File: src/rtl/b16_debug_ctrl.sv
// b16_debug_ctrl
// Byte-stream debug controller for the b16 core's debug port. It decodes host
// command bytes into the core's run/dr/dw/daddr/din controls. It returns
// debug read words as two bytes (high first). It also holds a hardware
// breakpoint that halts the core on a matching bus read and reports the
// halt with an event byte (0xB0).
//
// Handshake: a byte moves on a channel only on a cycle where valid && ready
// are both high. The producer holds data stable until that cycle. Valid never
// depends on ready within a cycle.
//
// Ports
//   clk, reset          clock, asynchronous active-high reset
//   rx_data/valid/ready host -> controller byte channel
//   tx_data/valid/ready controller -> host byte channel
//   run, dr, dw         core run enable, debug read/write strobes
//   daddr, din          debug register select and write data
//   bp                  breakpoint address (readback by the core)
//   dout                core debug read data (valid when dr && !run)
//   addr, rd            core bus address and read strobe (breakpoint match)
//   dbg_state           current FSM state
module b16_debug_ctrl #(
  parameter int l            = 16,
  parameter bit RUN_AT_RESET = 1'b1
) (
  input  logic         clk,
  input  logic         reset,
  input  logic [7:0]   rx_data,
  input  logic         rx_valid,
  output logic         rx_ready,
  output logic [7:0]   tx_data,
  output logic         tx_valid,
  input  logic         tx_ready,
  output logic         run,
  output logic         dr,
  output logic         dw,
  output logic [2:0]   daddr,
  output logic [l-1:0] din,
  output logic [l-1:0] bp,
  input  logic [l-1:0] dout,
  input  logic [l-1:0] addr,
  input  logic         rd,
  output logic [2:0]   dbg_state
);

  typedef enum logic [2:0] {
    S_IDLE     = 3'd0,
    S_GETHI    = 3'd1,
    S_GETLO    = 3'd2,
    S_HALTWAIT = 3'd3,
    S_ACCESS   = 3'd4,
    S_SENDHI   = 3'd5,
    S_SENDLO   = 3'd6,
    S_EVENT    = 3'd7
  } state_t;

  state_t       state, state_n;
  logic         step_q, step_n;
  logic         is_write, is_write_n;
  logic         bp_en, bp_en_n;
  logic         ev_pend, ev_pend_n;
  logic [7:0]   rdata_lo, rdata_lo_n;
  logic         run_n, dr_n, dw_n, rx_ready_n, tx_valid_n;
  logic [2:0]   daddr_n;
  logic [l-1:0] din_n, bp_n;
  logic [7:0]   tx_data_n;

  logic         rx_fire, tx_fire, hit;
  logic [1:0]   op;
  logic         f;
  logic [2:0]   sel;

  assign rx_fire   = rx_valid && rx_ready;
  assign tx_fire   = tx_valid && tx_ready;
  assign hit       = run && bp_en && rd && (addr == bp);
  assign op        = rx_data[7:6];
  assign f         = rx_data[5];
  assign sel       = rx_data[2:0];
  assign dbg_state = state;

  // State register
  always_ff @(posedge clk or posedge reset) begin
    if (reset) begin
      state    <= S_IDLE;
      run      <= RUN_AT_RESET;
      step_q   <= 1'b0;
      is_write <= 1'b0;
      bp_en    <= 1'b0;
      ev_pend  <= 1'b0;
      rdata_lo <= 8'h00;
      dr       <= 1'b0;
      dw       <= 1'b0;
      daddr    <= 3'd0;
      din      <= '0;
      bp       <= '1;
      tx_data  <= 8'h00;
      tx_valid <= 1'b0;
      rx_ready <= 1'b1;
    end else begin
      state    <= state_n;
      run      <= run_n;
      step_q   <= step_n;
      is_write <= is_write_n;
      bp_en    <= bp_en_n;
      ev_pend  <= ev_pend_n;
      rdata_lo <= rdata_lo_n;
      dr       <= dr_n;
      dw       <= dw_n;
      daddr    <= daddr_n;
      din      <= din_n;
      bp       <= bp_n;
      tx_data  <= tx_data_n;
      tx_valid <= tx_valid_n;
      rx_ready <= rx_ready_n;
    end
  end

  // Next-state and datapath
  always_comb begin
    state_n    = state;
    run_n      = step_q ? 1'b0 : run;  // a STEP holds run high for one clock only
    step_n     = 1'b0;
    is_write_n = is_write;
    bp_en_n    = bp_en;
    ev_pend_n  = ev_pend;
    daddr_n    = daddr;
    din_n      = din;
    bp_n       = bp;
    case (state)
      S_IDLE: begin
        if (ev_pend) begin
          state_n = S_EVENT;
        end else if (rx_fire) begin
          case (op)
            2'b00: begin
              run_n = 1'b0;
              if (f) bp_en_n = 1'b0;
            end
            2'b01: begin
              run_n  = 1'b1;
              step_n = f;
            end
            2'b10: begin
              is_write_n = 1'b0;
              daddr_n    = sel;
              if (run) begin
                run_n   = 1'b0;
                state_n = S_HALTWAIT;
              end else begin
                state_n = S_ACCESS;
              end
            end
            default: begin
              is_write_n = 1'b1;
              daddr_n    = sel;
              state_n    = S_GETHI;
            end
          endcase
        end
      end
      S_GETHI: begin
        if (rx_fire) begin
          din_n[15:8] = rx_data;
          state_n     = S_GETLO;
        end
      end
      S_GETLO: begin
        if (rx_fire) begin
          din_n[7:0] = rx_data;
          if (run) begin
            run_n   = 1'b0;
            state_n = S_HALTWAIT;
          end else begin
            state_n = S_ACCESS;
          end
        end
      end
      S_HALTWAIT: state_n = S_ACCESS;
      S_ACCESS: begin
        if (is_write) begin
          if (daddr == 3'd2) begin
            bp_n    = din;
            bp_en_n = 1'b1;
          end
          state_n = S_IDLE;
        end else begin
          state_n = S_SENDHI;
        end
      end
      S_SENDHI: if (tx_fire) state_n = S_SENDLO;
      S_SENDLO: if (tx_fire) state_n = S_IDLE;
      S_EVENT: begin
        if (tx_fire) begin
          ev_pend_n = 1'b0;
          state_n   = S_IDLE;
        end
      end
      default: state_n = S_IDLE;
    endcase
    // A breakpoint hit overrides any GO/STEP taken in the same cycle, and a
    // new hit re-arms the event even while the previous one is being sent.
    if (hit) begin
      run_n     = 1'b0;
      step_n    = 1'b0;
      ev_pend_n = 1'b1;
    end
  end

  // Registered outputs, derived from the next state
  always_comb begin
    rx_ready_n = ((state_n == S_IDLE) && !ev_pend_n) ||
                 (state_n == S_GETHI) || (state_n == S_GETLO);
    tx_valid_n = (state_n == S_SENDHI) || (state_n == S_SENDLO) ||
                 (state_n == S_EVENT);
    dr_n       = (state_n == S_ACCESS) && !is_write_n;
    dw_n       = (state_n == S_ACCESS) && is_write_n;
    tx_data_n  = tx_data;
    rdata_lo_n = rdata_lo;
    // tx_data only changes on state transitions, so it stays stable while
    // a byte waits for tx_ready.
    if ((state == S_ACCESS) && !is_write) begin
      tx_data_n  = dout[15:8];
      rdata_lo_n = dout[7:0];
    end else if ((state == S_SENDHI) && tx_fire) begin
      tx_data_n = rdata_lo;
    end else if ((state != S_EVENT) && (state_n == S_EVENT)) begin
      tx_data_n = 8'hB0;
    end
  end

endmodule

File: config.mk
export PLATFORM = sky130hd
export DESIGN_NAME = b16_debug_ctrl
export DESIGN_NICKNAME = d
export VERILOG_FILES = /design/src/rtl/b16_debug_ctrl.sv
export SDC_FILE = /design/constraint.sdc
export NUM_CORES = 1
export LEC_CHECK = 0
export CELL_PAD_IN_SITES_DETAIL_PLACEMENT = 2
export CELL_PAD_IN_SITES_GLOBAL_PLACEMENT = 2
export CORE_UTILIZATION = 31
export DETAILED_ROUTE_END_ITERATION = 8
export HOLD_SLACK_MARGIN = 0.03
export PLACE_DENSITY = 0.86
export SETUP_SLACK_MARGIN = 0.4
export SYNTH_ARGS = -nofsm -noshare
export SYNTH_HDL_FRONTEND = slang
export SYNTH_SLANG_ARGS = --single-unit
File: constraint.sdc
create_clock -name clk -period 5.7 [get_ports clk]
set_clock_uncertainty 0.2 [all_clocks]
set_input_delay 0.855 -clock clk [delete_from_list [all_inputs] [get_ports clk]]
set_output_delay 0.855 -clock clk [all_outputs]
set_load 0.02 [all_outputs]
Yosys cells after proc, flatten, opt, wreduce, memory -nomap -nowiden:

Index checks and enable logic that the tools add are counted.

* bits in registers: 63
* bits of input ports: 45
* output and inout port bits: 51
* logic and storage cells: 112

* eq/ne operators: 24
* mux-type cells: 40
* bitwise logic cells: 2
* reductions and logical operators: 30

Operators with widths (count)
* == test 3 bit, second input constant: 8
* two-way mux 3 bit: 8
* two-way mux 8 bit: 3
* two-way mux 1 bit: 23
* case mux 3 bit (7 select lines): 1
* == test 16 bit: 1
* == test 3 x 2 -> 1 bit, second input constant: 4
* logical AND 1 bit: 11
* inequality test 2 bit, second input constant: 5
* AND reduction 7 bit: 1
* == test 3 x 1 -> 1 bit, second input constant: 2
* zero test 3 bit: 2
* case mux 1 bit (2 select lines): 3
* case mux 3 bit (2 select lines): 1
* logical OR 1 bit: 4
* AND reduction 2 bit: 2
* AND reduction 4 bit: 1
* OR reduction 2 bit: 2
* zero test 1 bit: 3
* inequality test 3 bit, second input constant: 1
* case mux 1 bit (3 select lines): 1
* AND reduction 3 bit: 1
* nonzero test 3 bit: 1
* == test 2 x 1 -> 1 bit, second input constant: 1
* other kinds (5): 6

Longest topological paths before layout:

* word-level depth: 11
* depth in mapped cells: 6
* gate-level depth less buffers: 5

Least setup slack after synthesis:

No wires, ideal clock.

* kind: input-to-reg
* from: input rx_valid
* to: register tx_data[4]
* library setup time: 0.136 ns
* arrival time: 2.128 ns
* path slack: 3.236 ns
* stages: 6
* path buffers: 1
* cells stage by stage: and2_1 -> clkbuf_1 -> a221oi_1 -> a311oi_1 -> a311oi_4 -> a21oi_1

* longest elaborated chain between the ends: 7
* elaborated cells between the ends (all ways): 9

RTL lines
* from (decl): line 29 `input logic rx_valid,`
* logical AND 1 bit *: line 73 `assign rx_fire = rx_valid && rx_ready;`
* two-way mux 3 bit: line 133 `end else if (rx_fire) begin`
* two-way mux 3 bit: line 131 `if (ev_pend) begin`
* case mux 3 bit (7 select lines) *: line 129 `case (state)`
* == test 3 bit *: line 226 `end else if ((state != S_EVENT) && (state_n == S_EVENT)) begin`
* logical AND 1 bit *: line 226
* nonzero test 3 bit (no line) *
* to (signal assigned): line 112 `tx_data <= tx_data_n;`
* to (decl): line 31 `output logic [7:0] tx_data,`

Every way passes the cells marked *; elsewhere a longest branch is shown, timed or not.
A chain may end at the register's enable or synchronous reset.

Final worst setup path:

* from: input rx_valid
* to: register tx_data[3]

* longest elaborated chain between the ends: 7
* elaborated cells between the ends (all ways): 9

RTL lines
* logical AND 1 bit *: line 73
* two-way mux 3 bit: line 133
* two-way mux 3 bit: line 131
* case mux 3 bit (7 select lines) *: line 129
* net state_n[2]: line 57 `state_t state, state_n;`
* == test 3 bit *: line 226
* logical AND 1 bit *: line 226
* nonzero test 3 bit (no line) *

Mark *: on every way through the listed nets, which the timed path passes. The rest lies on a longest branch.

==> flow_metrics.py <==
metrics = {
    "place": {
        "io_buf_count": 95,
        "dp_cells": 435,
        "gp_congestion": 0.722,
        "hpwlAfterDp_mm": 6.57,
        "dpl-instance-area_um2": 3920,
        "place_ws_ns": 2.19,
    },
    "setup_path": {
        "r2r-start": "dbg_state[1]",
        "endpoint_required_time_on_the_critical_path_ns": 5.74,
        "worst-r2r-setup-slack_ns": 2.83,
        "r2r_end": "tx_data[3]",
        "criticalPathCategory": "in -> reg",
        "critical_path_peak_fanout": 12,
        "crit_start": "rx_valid",
        "startpoint_type": "primary input",
        "worstRegToRegCells": 5,
        "critPathCaptureType": "register",
        "crit_arrival_ns": 3.16,
    },
    "clock_network": {
        "tritoncts": "built",
        "clkTransAtPathRegs_ns": 0.08,
        "clock_sinks": 63,
        "clockRootBuffer": "clkbuf_8",
        "cts_hold_buffers": 0,
        "postCtsSetupBuffers": 0,
        "cts-resized-gates": 0,
        "max-clock-path-buffers": 2,
        "clk_latency_ns": 0.34,
        "h-tree-depth": 3,
        "inserted_clock_buffers": 9,
    },
    "layout": {
        "filler_cell_count": 884,
        "final_core_util_pct": 46.7,
        "layout-drive-gt1-share_pct": 22.2,
        "final_net_count": 383,
        "layout_cells_excl_fill": 451,
        "syn2layout_area_growth_pct": 43.7,
        "n_antenna_cell": 0,
        "final_design_area_no_fill_um2": 4130,
    },
    "sta": {
        "total_negative_setup_slacks_ns": 0,
        "hold_slack_ns": 0.287,
        "finalHoldViolations": 0,
        "worst_setup_slack_after_layout_ns": 2.58,
        "finalCritPeriodShare_pct": 54.8,
        "grt_setup_unrepaired": "no",
        "final-max-slew-violation-count": 0,
        "max_freq_ghz": 0.320,
        "layout_min_cycle_time_ns": 3.12,
        "worstMarginPinSlew_ns": 0.922,
        "maxSlewHeadroom_pct": 38.1,
        "setup_viol_count_final": 0,
    },
    "yosys": {
        "synth.lib_cells_used.distinct": 43,
        "syn_inst": 239,
        "synth_enable_flop_cells": 0,
        "ys_seq_area_share_pct": 55.7,
        "synth_warnings": 0,
        "ys_ff_latch": 63,
        "post_synth_main_area_contributors": "dfrtp_1 39%, dfstp_2 16%, mux2_2 13%, nand2_1 4.4%, xor2_1 3.7%",
        "mappedNetlistArea_um2": 2870,
        "yosys_most_used_dff": "dfrtp_1",
        "synthesis.nets": 284,
        "synth_commonest_cells": "45 x dfrtp_1, 34 x nand2_1, 33 x mux2_2",
        "postSynthAreaPerCell_um2": 12.0,
        "most_numerous_cell_in_the_yosys_netlist": "dfrtp_1",
        "synth_top_area_share_pct": 39.2,
        "ys_async_sr_fraction_pct": 100,
        "library_cell_with_the_largest_summed_area_after_synthesis": "dfrtp_1",
    },
    "worst_hold_path": {
        "hold-path-cell-count": 1,
        "hold_start": "tx_data[6]",
        "hold-path-endpoint": "tx_data[6]",
        "hp-class": "reg -> reg",
    },
    "die": {
        "ioPinCount": 96,
        "chipWidth_um": 98.3,
        "fp-row-count": 34,
        "die_height_um": 98.3,
        "initial_utilization_pct": 32.5,
        "design.die.area_um2": 9660,
        "core_area_um2": 8850,
    },
    "power_and_ir_drop": {
        "p_per_area_nw_per_um2": 557,
        "totalPowerFinal_mw": 2.30,
        "power_leakage_nw": 1.80,
        "vdd.ir_drop.worst_mv": 0.226,
    },
    "detailed_routing": {
        "drtAntennaViolNets": 0,
        "route.detailed.wl_per_inst_um": 20.6,
        "num_vias": 2297,
        "dr.pass1.iters": 8,
        "drt_wl_total_mm": 9.31,
        "avgViaCountPerCell": 5.09,
        "drc_violations": 1,
        "detail_route.iter0.violations": 154,
    },
    "global_route": {
        "grt_use_total_pct": 20.4,
        "antenna_found_initial": 0,
        "grt_max_degree": 64,
        "globalRouteMet2Util_pct": 35.6,
        "grtUsageMet1_pct": 25.2,
        "globalRouteOverflowTotal": 0,
        "grt.met3_usage_pct": 4.44,
        "global_route_wire_length_before_repair_mm": 14.8,
        "grt_pass1_vias": 2683,
        "grt.busiest_layer": "met2",
    },
    "job": {
        "drv.max_cap_violation_count": 0,
    },
    "status": {
        "outcome": "finished with violations",
        "violations_in_the_final_reports": "design-rule violations",
    },
}
[worst max-delay path: stages]
cell and delay (ns):
clkdlybuf4s50_1 0.51, and2_1 0.27, nand2_1 0.39, a221oi_2 0.62, a311oi_4 0.26, a21o_1 0.24
[sequential cells by signal (all words and copies together), names as in the netlist]
register and count:
ev_pend 1, run 1, din 16, bp_en 1, rx_ready 1, dw 1, tx_data 8, dbg_state 3
tx_valid 1, daddr 3, step_q 1, dr 1, bp 16, rdata_lo 8, is_write 1
[metal layers]
layer | vias to the layer above | share of wire [%]
li1 | 1048 | -
met2 | 51 | 52
met3 | 15 | 3.6
met4 | 0 | 1.8
met1 | 1183 | 42
met5 | - | 0
[worst max path at each step]
stage / cells past startpoint / to
finish: 6 / tx_data[3]
global placement: 6 / tx_data[0]
CTS: 6 / tx_data[3]
detailed placement: 6 / tx_data[3]
floorplan: 1 / bp_en
global route: 6 / tx_data[3]
[final cells by class]
cell class	instances	area, um^2	share of cell area, %
well taps	108	135	3.27
flip-flops and latches	63	1600	38.7
multi-input cells	157	1180	28.7
clock inverters	5	56.3	1.36
clock buffers	11	151	3.67
inverters	10	37.5	0.909
repair buffers	97	966	23.4
[kinds of logic after synthesis]
group	synth area share [%]
AO/OA/AOI/OAI	9.97
multiplexers	13.3
AND/OR/NAND/NOR	12.8
flip-flops	55.7
XOR/XNOR	5.18
buffers and inverters	3.14
[layout by cell type (no fill, tap or decap), types with 5 or more instances in the layout]
cell type,n
xor2_1,12
clkdlybuf4s50_1,95
a21o_1,5
clkbuf_8,11
xnor2_1,5
dfstp_2,18
mux2_2,33
dfrtp_1,45
a22o_1,5
a21oi_1,6
nor2_1,5
inv_1,9
nand2_1,34
nand3_1,6
[where the power goes]
part | internal, mW | switching [mW] | total [mW]
Sequential | 0.656 | 0.197 | 0.852
Clock | 0.225 | 0.183 | 0.408
Combinational | 0.502 | 0.540 | 1.04
Total | 1.38 | 0.919 | 2.30
Note: power is estimated with default switching activity, not from simulation.
